File: src/rtl/uart_pkg.sv
// Shared types and line-level constants for the FIFO-fed UART transmitter.
package uart_pkg;

    typedef enum logic [2:0] {
        IDLE   = 3'd0,
        FETCH  = 3'd1,
        START  = 3'd2,
        DATA   = 3'd3,
        PARITY = 3'd4,
        STOP   = 3'd5
    } uart_tx_state_t;

    localparam logic START_LEVEL = 1'b0;
    localparam logic STOP_LEVEL  = 1'b1;
    localparam logic IDLE_LEVEL  = 1'b1;

endpackage

File: src/rtl/uart_baud_cnt.sv
// Bit-period divider: counts 0..CLKS_PER_BIT-1 and flags the last cycle of each bit.
module uart_baud_cnt #(
    parameter int unsigned CLKS_PER_BIT = 16
) (
    input  logic clk,
    input  logic rst_n,
    input  logic clear,
    output logic bit_tick
);

    localparam int unsigned CntW = $clog2(CLKS_PER_BIT);
    localparam logic [CntW-1:0] CntMax = CntW'(CLKS_PER_BIT - 1);

    logic [CntW-1:0] cnt_q;
    logic [CntW-1:0] cnt_d;

    always_comb begin
        cnt_d = cnt_q;
        if (clear) begin
            cnt_d = '0;
        end else if (cnt_q == CntMax) begin
            cnt_d = '0;
        end else begin
            cnt_d = cnt_q + CntW'(1);
        end
    end

    always_ff @(posedge clk or negedge rst_n) begin
        if (!rst_n) begin
            cnt_q <= '0;
        end else begin
            cnt_q <= cnt_d;
        end
    end

    assign bit_tick = !clear && (cnt_q == CntMax);

endmodule

File: src/rtl/fifo_uart_tx.sv
// UART transmitter that pulls words from a registered-output synchronous FIFO.
module fifo_uart_tx
    import uart_pkg::*;
#(
    parameter int unsigned DATA_WIDTH   = 8,
    parameter int unsigned CLKS_PER_BIT = 16,
    parameter int unsigned PARITY_EN    = 0,
    parameter int unsigned STOP_BITS    = 1
) (
    input  logic                  clk,
    input  logic                  rst_n,
    input  logic                  enable,
    input  logic                  fifo_empty,
    input  logic [DATA_WIDTH-1:0] fifo_data,
    output logic                  fifo_rd_en,
    output logic                  tx,
    output logic                  busy,
    output logic                  tx_done
);

    localparam int unsigned IdxW = (DATA_WIDTH > 1) ? $clog2(DATA_WIDTH) : 1;
    localparam logic [IdxW-1:0] LastData = IdxW'(DATA_WIDTH - 1);
    localparam logic [IdxW-1:0] LastStop = IdxW'(STOP_BITS - 1);

    uart_tx_state_t        state_q;
    logic [DATA_WIDTH-1:0] shreg_q;
    logic [IdxW-1:0]       bit_idx_q;
    logic                  parity_q;
    logic                  rd_en_q;
    logic                  tx_q;
    logic                  busy_q;
    logic                  tx_done_q;
    logic                  bit_tick;
    logic                  baud_clear;

    // The divider only runs while a bit is on the line.
    assign baud_clear = (state_q == IDLE) || (state_q == FETCH);

    uart_baud_cnt #(
        .CLKS_PER_BIT(CLKS_PER_BIT)
    ) u_baud_cnt (
        .clk     (clk),
        .rst_n   (rst_n),
        .clear   (baud_clear),
        .bit_tick(bit_tick)
    );

    always_ff @(posedge clk or negedge rst_n) begin
        if (!rst_n) begin
            state_q   <= IDLE;
            shreg_q   <= '0;
            bit_idx_q <= '0;
            parity_q  <= 1'b0;
            rd_en_q   <= 1'b0;
            tx_q      <= IDLE_LEVEL;
            busy_q    <= 1'b0;
            tx_done_q <= 1'b0;
        end else begin
            rd_en_q   <= 1'b0;
            tx_done_q <= 1'b0;
            unique case (state_q)
                IDLE: begin
                    // The strobe is issued while still idle; FETCH follows it.
                    if (rd_en_q) begin
                        state_q <= FETCH;
                        busy_q  <= 1'b1;
                    end else if (enable && !fifo_empty) begin
                        rd_en_q <= 1'b1;
                    end
                end
                FETCH: begin
                    shreg_q  <= fifo_data;
                    parity_q <= ^fifo_data;
                    tx_q     <= START_LEVEL;
                    state_q  <= START;
                end
                START: begin
                    if (bit_tick) begin
                        tx_q      <= shreg_q[0];
                        shreg_q   <= shreg_q >> 1;
                        bit_idx_q <= '0;
                        state_q   <= DATA;
                    end
                end
                DATA: begin
                    if (bit_tick) begin
                        if (bit_idx_q == LastData) begin
                            bit_idx_q <= '0;
                            if (PARITY_EN != 0) begin
                                tx_q    <= parity_q;
                                state_q <= PARITY;
                            end else begin
                                tx_q    <= STOP_LEVEL;
                                state_q <= STOP;
                            end
                        end else begin
                            bit_idx_q <= bit_idx_q + IdxW'(1);
                            tx_q      <= shreg_q[0];
                            shreg_q   <= shreg_q >> 1;
                        end
                    end
                end
                PARITY: begin
                    if (bit_tick) begin
                        tx_q      <= STOP_LEVEL;
                        bit_idx_q <= '0;
                        state_q   <= STOP;
                    end
                end
                STOP: begin
                    if (bit_tick) begin
                        if (bit_idx_q == LastStop) begin
                            bit_idx_q <= '0;
                            tx_q      <= IDLE_LEVEL;
                            busy_q    <= 1'b0;
                            tx_done_q <= 1'b1;
                            state_q   <= IDLE;
                            // Pre-issue the next read so frames run back to back.
                            rd_en_q   <= enable && !fifo_empty;
                        end else begin
                            bit_idx_q <= bit_idx_q + IdxW'(1);
                        end
                    end
                end
                default: begin
                    state_q <= IDLE;
                    tx_q    <= IDLE_LEVEL;
                    busy_q  <= 1'b0;
                end
            endcase
        end
    end

    assign fifo_rd_en = rd_en_q;
    assign tx         = tx_q;
    assign busy       = busy_q;
    assign tx_done    = tx_done_q;

endmodule

File: config.mk
export PLATFORM = sky130hd
export DESIGN_NAME = fifo_uart_tx
export DESIGN_NICKNAME = d
export VERILOG_FILES = /design/src/rtl/uart_pkg.sv /design/src/rtl/uart_baud_cnt.sv /design/src/rtl/fifo_uart_tx.sv
export SDC_FILE = /design/constraint.sdc
export NUM_CORES = 1
export LEC_CHECK = 0
export ABC_AREA = 0
export ABC_CLOCK_PERIOD_IN_PS = 2470
export CAP_MARGIN = 0
export CORE_UTILIZATION = 45
export DETAILED_ROUTE_END_ITERATION = 6
export PLACE_DENSITY_LB_ADDON = 0.08
export SYNTH_ARGS = -nofsm -noshare
export SYNTH_HDL_FRONTEND = slang
export SYNTH_SLANG_ARGS = --single-unit
File: constraint.sdc
create_clock -name clk -period 2.47 [get_ports clk]
set_input_delay 0.6175 -clock clk [delete_from_list [all_inputs] [get_ports clk]]
set_output_delay 0.6175 -clock clk [all_outputs]
set_load 0.01 [all_outputs]
## Yosys cells after proc, flatten, opt, wreduce, memory -nomap -nowiden

Index checks and enable logic that the tools add are counted.
W data, S select, Z words.

- Register bits: 22
- Word-level logic and storage cells: 83
- Input port bits: 12
- Output and inout bits: 4

- Mux-type cells: 39
- Equality and inequality tests: 16
- Bitwise gates (word level): 2
- Add/subtract/negate cells: 2
- Reduce and logical (&&, ||, !) cells: 16

Operators with widths:

| cell | count |
|---|---|
| $mux W3 | 12 |
| $mux W8 | 3 |
| $pmux W8 S3 | 1 |
| $pmux W3 S6 | 1 |
| $mux W1 | 16 |
| $ne A2 B2 Y1 const B | 8 |
| $reduce_and A4 Y1 | 3 |
| $eq A3 B3 Y1 const B | 3 |
| $pmux W3 S3 | 1 |
| $mux W4 | 2 |
| $reduce_and A7 Y1 | 1 |
| $eq A3 B2 Y1 const B | 2 |
| $logic_not A3 Y1 | 2 |
| $pmux W1 S6 | 1 |
| $reduce_and A6 Y1 | 1 |
| $reduce_bool A3 Y1 | 2 |
| $add A4 B1 Y4 const B | 1 |
| $eq A4 B4 Y1 const B | 1 |
| $reduce_or A4 Y1 | 1 |
| $add A3 B1 Y3 const B | 1 |
| $eq A3 B1 Y1 const B | 1 |
| $pmux W1 S3 | 1 |
| $logic_and A1 B1 Y1 | 2 |
| $logic_not A1 Y1 | 2 |
| other kinds (5) | 6 |

## Logic depth before layout (Yosys ltp)

- Word-level depth: 6
- Depth in mapped cells: 6
- Mapped depth without buffers: 6

## By module

From an unflattened synthesis, not the netlist that was laid out.

- Cell total of the unflattened synthesis: 128
- Area total of the unflattened synthesis: 1187.4 µm²

By module, submodules not included:

| module | area an instance (µm²) | cells each | instances |
|---|---|---|---|
| fifo_uart_tx | 1008.5 | 112 | 1 |
| uart_baud_cnt | 178.9 | 16 | 1 |

## Worst setup path before layout

No wires, ideal clock.

- Path type: reg2reg
- Start point: reg bit_idx_q[0]
- End point: reg shreg_q[0]
- Arrival: 1.429 ns
- Data required time: 2.391 ns
- Stages on the path, launching flop included: 7
- Setup time: 0.079 ns
- Buffers on the path: 1
- Period minus slack after synthesis: 1.509 ns
- Setup slack: 0.961 ns
- Cells stage by stage: dfrtp_1 ha_1 ha_1 a21oi_4 and2b_1 buf_4 a2bb2oi_1

- Cells in the longest elaborated chain, start to end: 3

Ends and longest elaborated chain:

| item | RTL line | RTL |
|---|---|---|
| from (decl) | fifo_uart_tx.sv:27 | `logic [IdxW-1:0] bit_idx_q;` |
| from (signal assigned) | fifo_uart_tx.sv:97 | `bit_idx_q <= bit_idx_q + IdxW'(1);` |
| from (signal assigned) | fifo_uart_tx.sv:121 | `bit_idx_q <= bit_idx_q + IdxW'(1);` |
| $eq A3 B3 Y1 | fifo_uart_tx.sv:87 | `if (bit_idx_q == LastData) begin` |
| $ne A2 B2 Y1 (no source line) | - |  |
| $reduce_and A4 Y1 (no source line) | - |  |
| to (signal assigned) | fifo_uart_tx.sv:72 | `shreg_q <= fifo_data;` |
| to (signal assigned) | fifo_uart_tx.sv:80 | `shreg_q <= shreg_q >> 1;` |
| to (signal assigned) | fifo_uart_tx.sv:99 | `shreg_q <= shreg_q >> 1;` |
| to (decl) | fifo_uart_tx.sv:26 | `logic [DATA_WIDTH-1:0] shreg_q;` |

Every way passes these cells.
A chain may end at the register's enable or synchronous reset.

## Worst setup path in the final report

- Start point: reg tx_q (netlist: tx)
- End point: out tx

RTL lines:

| item | RTL line | RTL |
|---|---|---|
| from (decl) | fifo_uart_tx.sv:30 | `logic tx_q;` |
| from (signal assigned) | fifo_uart_tx.sv:79 | `tx_q <= shreg_q[0];` |
| from (signal assigned) | fifo_uart_tx.sv:90 | `tx_q <= parity_q;` |
| from (signal assigned) | fifo_uart_tx.sv:98 | `tx_q <= shreg_q[0];` |
| to (decl) | fifo_uart_tx.sv:16 | `output logic tx,` |

No word-level cell between the ends.

==> results_dict.tcl <==
set metrics [dict create \
    synth.mux.area_fraction 0 \
    crit_path_top_delay_cell "dfstp_2" \
    initialDrtViolationCount 9 \
    crit_required_ps 1850 \
    ys_ff_latch 22 \
    synth.distinct_cells 37 \
    setup_viol 0 \
    vias 887 \
    maxCapViolations 0 \
    core_area_sq_mm 0.00232 \
    final_net_count 145 \
    cts-buffers-inserted 3 \
    cts.sinks 22 \
    wire_per_inst_um 13.6 \
    die_h_um 52.6 \
    grt_pass1_wl_um 3800 \
    hold_slack_ps 501 \
    cts_tree "built" \
    grt_pass1_vias 887 \
    diodes 0 \
    fp.dieW_um 52.6 \
    clock_skew_ps 2.86 \
    fin_tns_setup_ps 0 \
    h-tree-depth 1 \
    min_period_over_period 0.813 \
    final.setup.worst_slack_ps 462 \
    final_common_cell "dfrtp_1" \
    grt_max_degree 16 \
    clock.fmax_mhz 498 \
    placementRows 17 \
    critPathTopFamily "flip-flops" \
    dpl_cell_area_sq_mm 0.00131 \
    layout_common_cells "21 x dfrtp_1, 15 x clkdlybuf4s50_1, 9 x o22ai_1" \
    peakVddDrop_v 0.000458 \
    cts_setup_buffers 0 \
    synth_compound_area_frac 0.235 \
    antenna_found_initial 0 \
    worstMarginPinSlew_ps 456 \
    synthCells 113 \
    antenna_left 0 \
    critPathMaxStageDelay_ps 550 \
    clock_latency_ps 310 \
    p_int_uw 787 \
    switching_share 0.324 \
    min_path_type "register to register" \
    start_util 0.498 \
    clockRootBuffer "clkbuf_4" \
    synth_fa_ha_area_frac 0.0521 \
    p_clk_frac 0.171 \
    combPwrFrac 0.322 \
    path_clk_slew_ps 120 \
    status "completed" \
    drive_above_1_share 0.102 \
    synth_top_family_by_area "compound AO/OA/AOI/OAI gates" \
    cp-start-kind "register" \
    hold_viol_final 0 \
    design_area_sq_mm 0.00135 \
    ys_warn_count 0 \
    wirelength_um 2130 \
    gr-total-overflow 0 \
    grtUsageTotal 0.187 \
    post-place-ws_ps 681 \
    pwr-share-seq 0.507 \
    synth_simple_gate_area_share 0.163 \
    syn_nets 129 \
    die_area_sq_mm 0.00277 \
    gp_congestion 0.798 \
    synth_ff_type "dfrtp_1" \
    leakage_uw 0.000576 \
    ctsHoldBuffers 0 \
    powerDensity_mw_per_mm2 864 \
    synth-seq-area-share 0.478 \
    drt-pass1-iter-count 4 \
    syn-cell-area_sq_mm 0.00115 \
    clockBufferDepth 2 \
    portBuffers 15 \
    worst_setup_path_end_kind "output port" \
    synth_xor_area_frac 0.00759 \
    synth_area_per_cell_sq_um 10.2 \
    arrival_ps 1390 \
    slew_headroom 0.695 \
    critPathMaxFanout 2 \
    fin_crit_ps 2010 \
    drc 0 \
    net-switching-power_uw 377 \
    cp_num_buf_inv 1 \
    worstSetupPathType "register to output port" \
    dp_hpwl_um 1530 \
    syn2layout_area_growth_pct 16.7 \
    synth_edf_count 0 \
    slew_violations 0 \
    rsz0062_at_grt "false" \
    routed_via_density 5.69 \
    synth_async_sr_flop_share 1.00 \
    cts_resized 0 \
    pin_count 16 \
    worstPathCellList "clkdlybuf4s50_1" \
]
Yosys cell counts, drive strengths merged, types with 2 or more instances:
master / count / area share
o22ai: 9 / 0.049
inv: 8 / 0.026
nand3: 2 / 0.0087
ha: 4 / 0.043
and3: 2 / 0.011
nor2b: 5 / 0.027
a21oi: 7 / 0.040
a2bb2oi: 7 / 0.053
nand2b: 2 / 0.011
nand2: 6 / 0.020
buf: 5 / 0.035
dfrtp: 21 / 0.46
o21ai: 8 / 0.038
nor2: 8 / 0.026
nor3: 2 / 0.0087
layer usage:
| metal | vias to the layer above | GRT usage | routed length [um] |
|---|---|---|---|
| met5 | - | 0 | 0 |
| met4 | 0 | 0.0789 | 38 |
| met1 | 428 | 0.247 | 1070 |
| met3 | 5 | 0.0261 | 65 |
| met2 | 15 | 0.304 | 952 |
| li1 | 439 | - | - |
power groups by stage:
stage	Sequential, uW	Combinational [uW]	Clock [uW]
after floorplan	569	305	0
after global placement	596	366	0
after detailed placement	597	376	0
after CTS	590	380	205
after global routing	609	431	216
final	590	375	199
per-stage QoR:
step	std cells	utilization	total power, uW
after floorplan	113	-	874
after detailed placement	152	0.565	974
after global placement	152	0.565	962
final	156	0.581	1160
after CTS	156	0.581	1170
after global routing	156	0.581	1260
state kept, by name, indices dropped and copies added (netlist names):
| register | count |
|---|---|
| bit_idx_q | 3 |
| busy | 1 |
| fifo_rd_en | 1 |
| shreg_q | 8 |
| state_q | 3 |
| tx | 1 |
| tx_done | 1 |
| u_baud_cnt.cnt_q | 4 |
cell type report:
class	count	area (sq um)
sequential	22	552
multi-input combinational	77	528
timing repair buffer	17	165
tap	28	35.0
inverter	8	30.0
clock buffer	4	36.3
fill	223	972
final timing paths:
kind	from	to	slack, ps	cells past startpoint
min	tx$_DFFE_PN1P_	tx$_DFFE_PN1P_	500	2
max	tx$_DFFE_PN1P_	tx	460	1
max in group asynchronous	rst_n	u_baud_cnt.cnt_q[2]$_DFF_PN0_	1310	2
min in group asynchronous	rst_n	shreg_q[6]$_DFFE_PN0P_	610	1
min reg2reg	tx$_DFFE_PN1P_	tx$_DFFE_PN1P_	500	2
max reg2reg	u_baud_cnt.cnt_q[0]$_DFF_PN0_	shreg_q[3]$_DFFE_PN0P_	670	5
cell families after synthesis:
kind of cell / after synthesis
xor gates and xnor gates: 1
buffers and inverters: 14
AOI/OAI and AO/OA: 38
adders and majority gates: 5
DFF: 22
and+or+nand+nor: 33
worst reg2reg max path, stage by stage (launching register included):
cell       delay [ps]
dfrtp_1           400
ha_1              210
and3_1            400
nor2_1            130
and2b_1           390
a2bb2oi_1         200
Power figures use the tool's default switching activity.
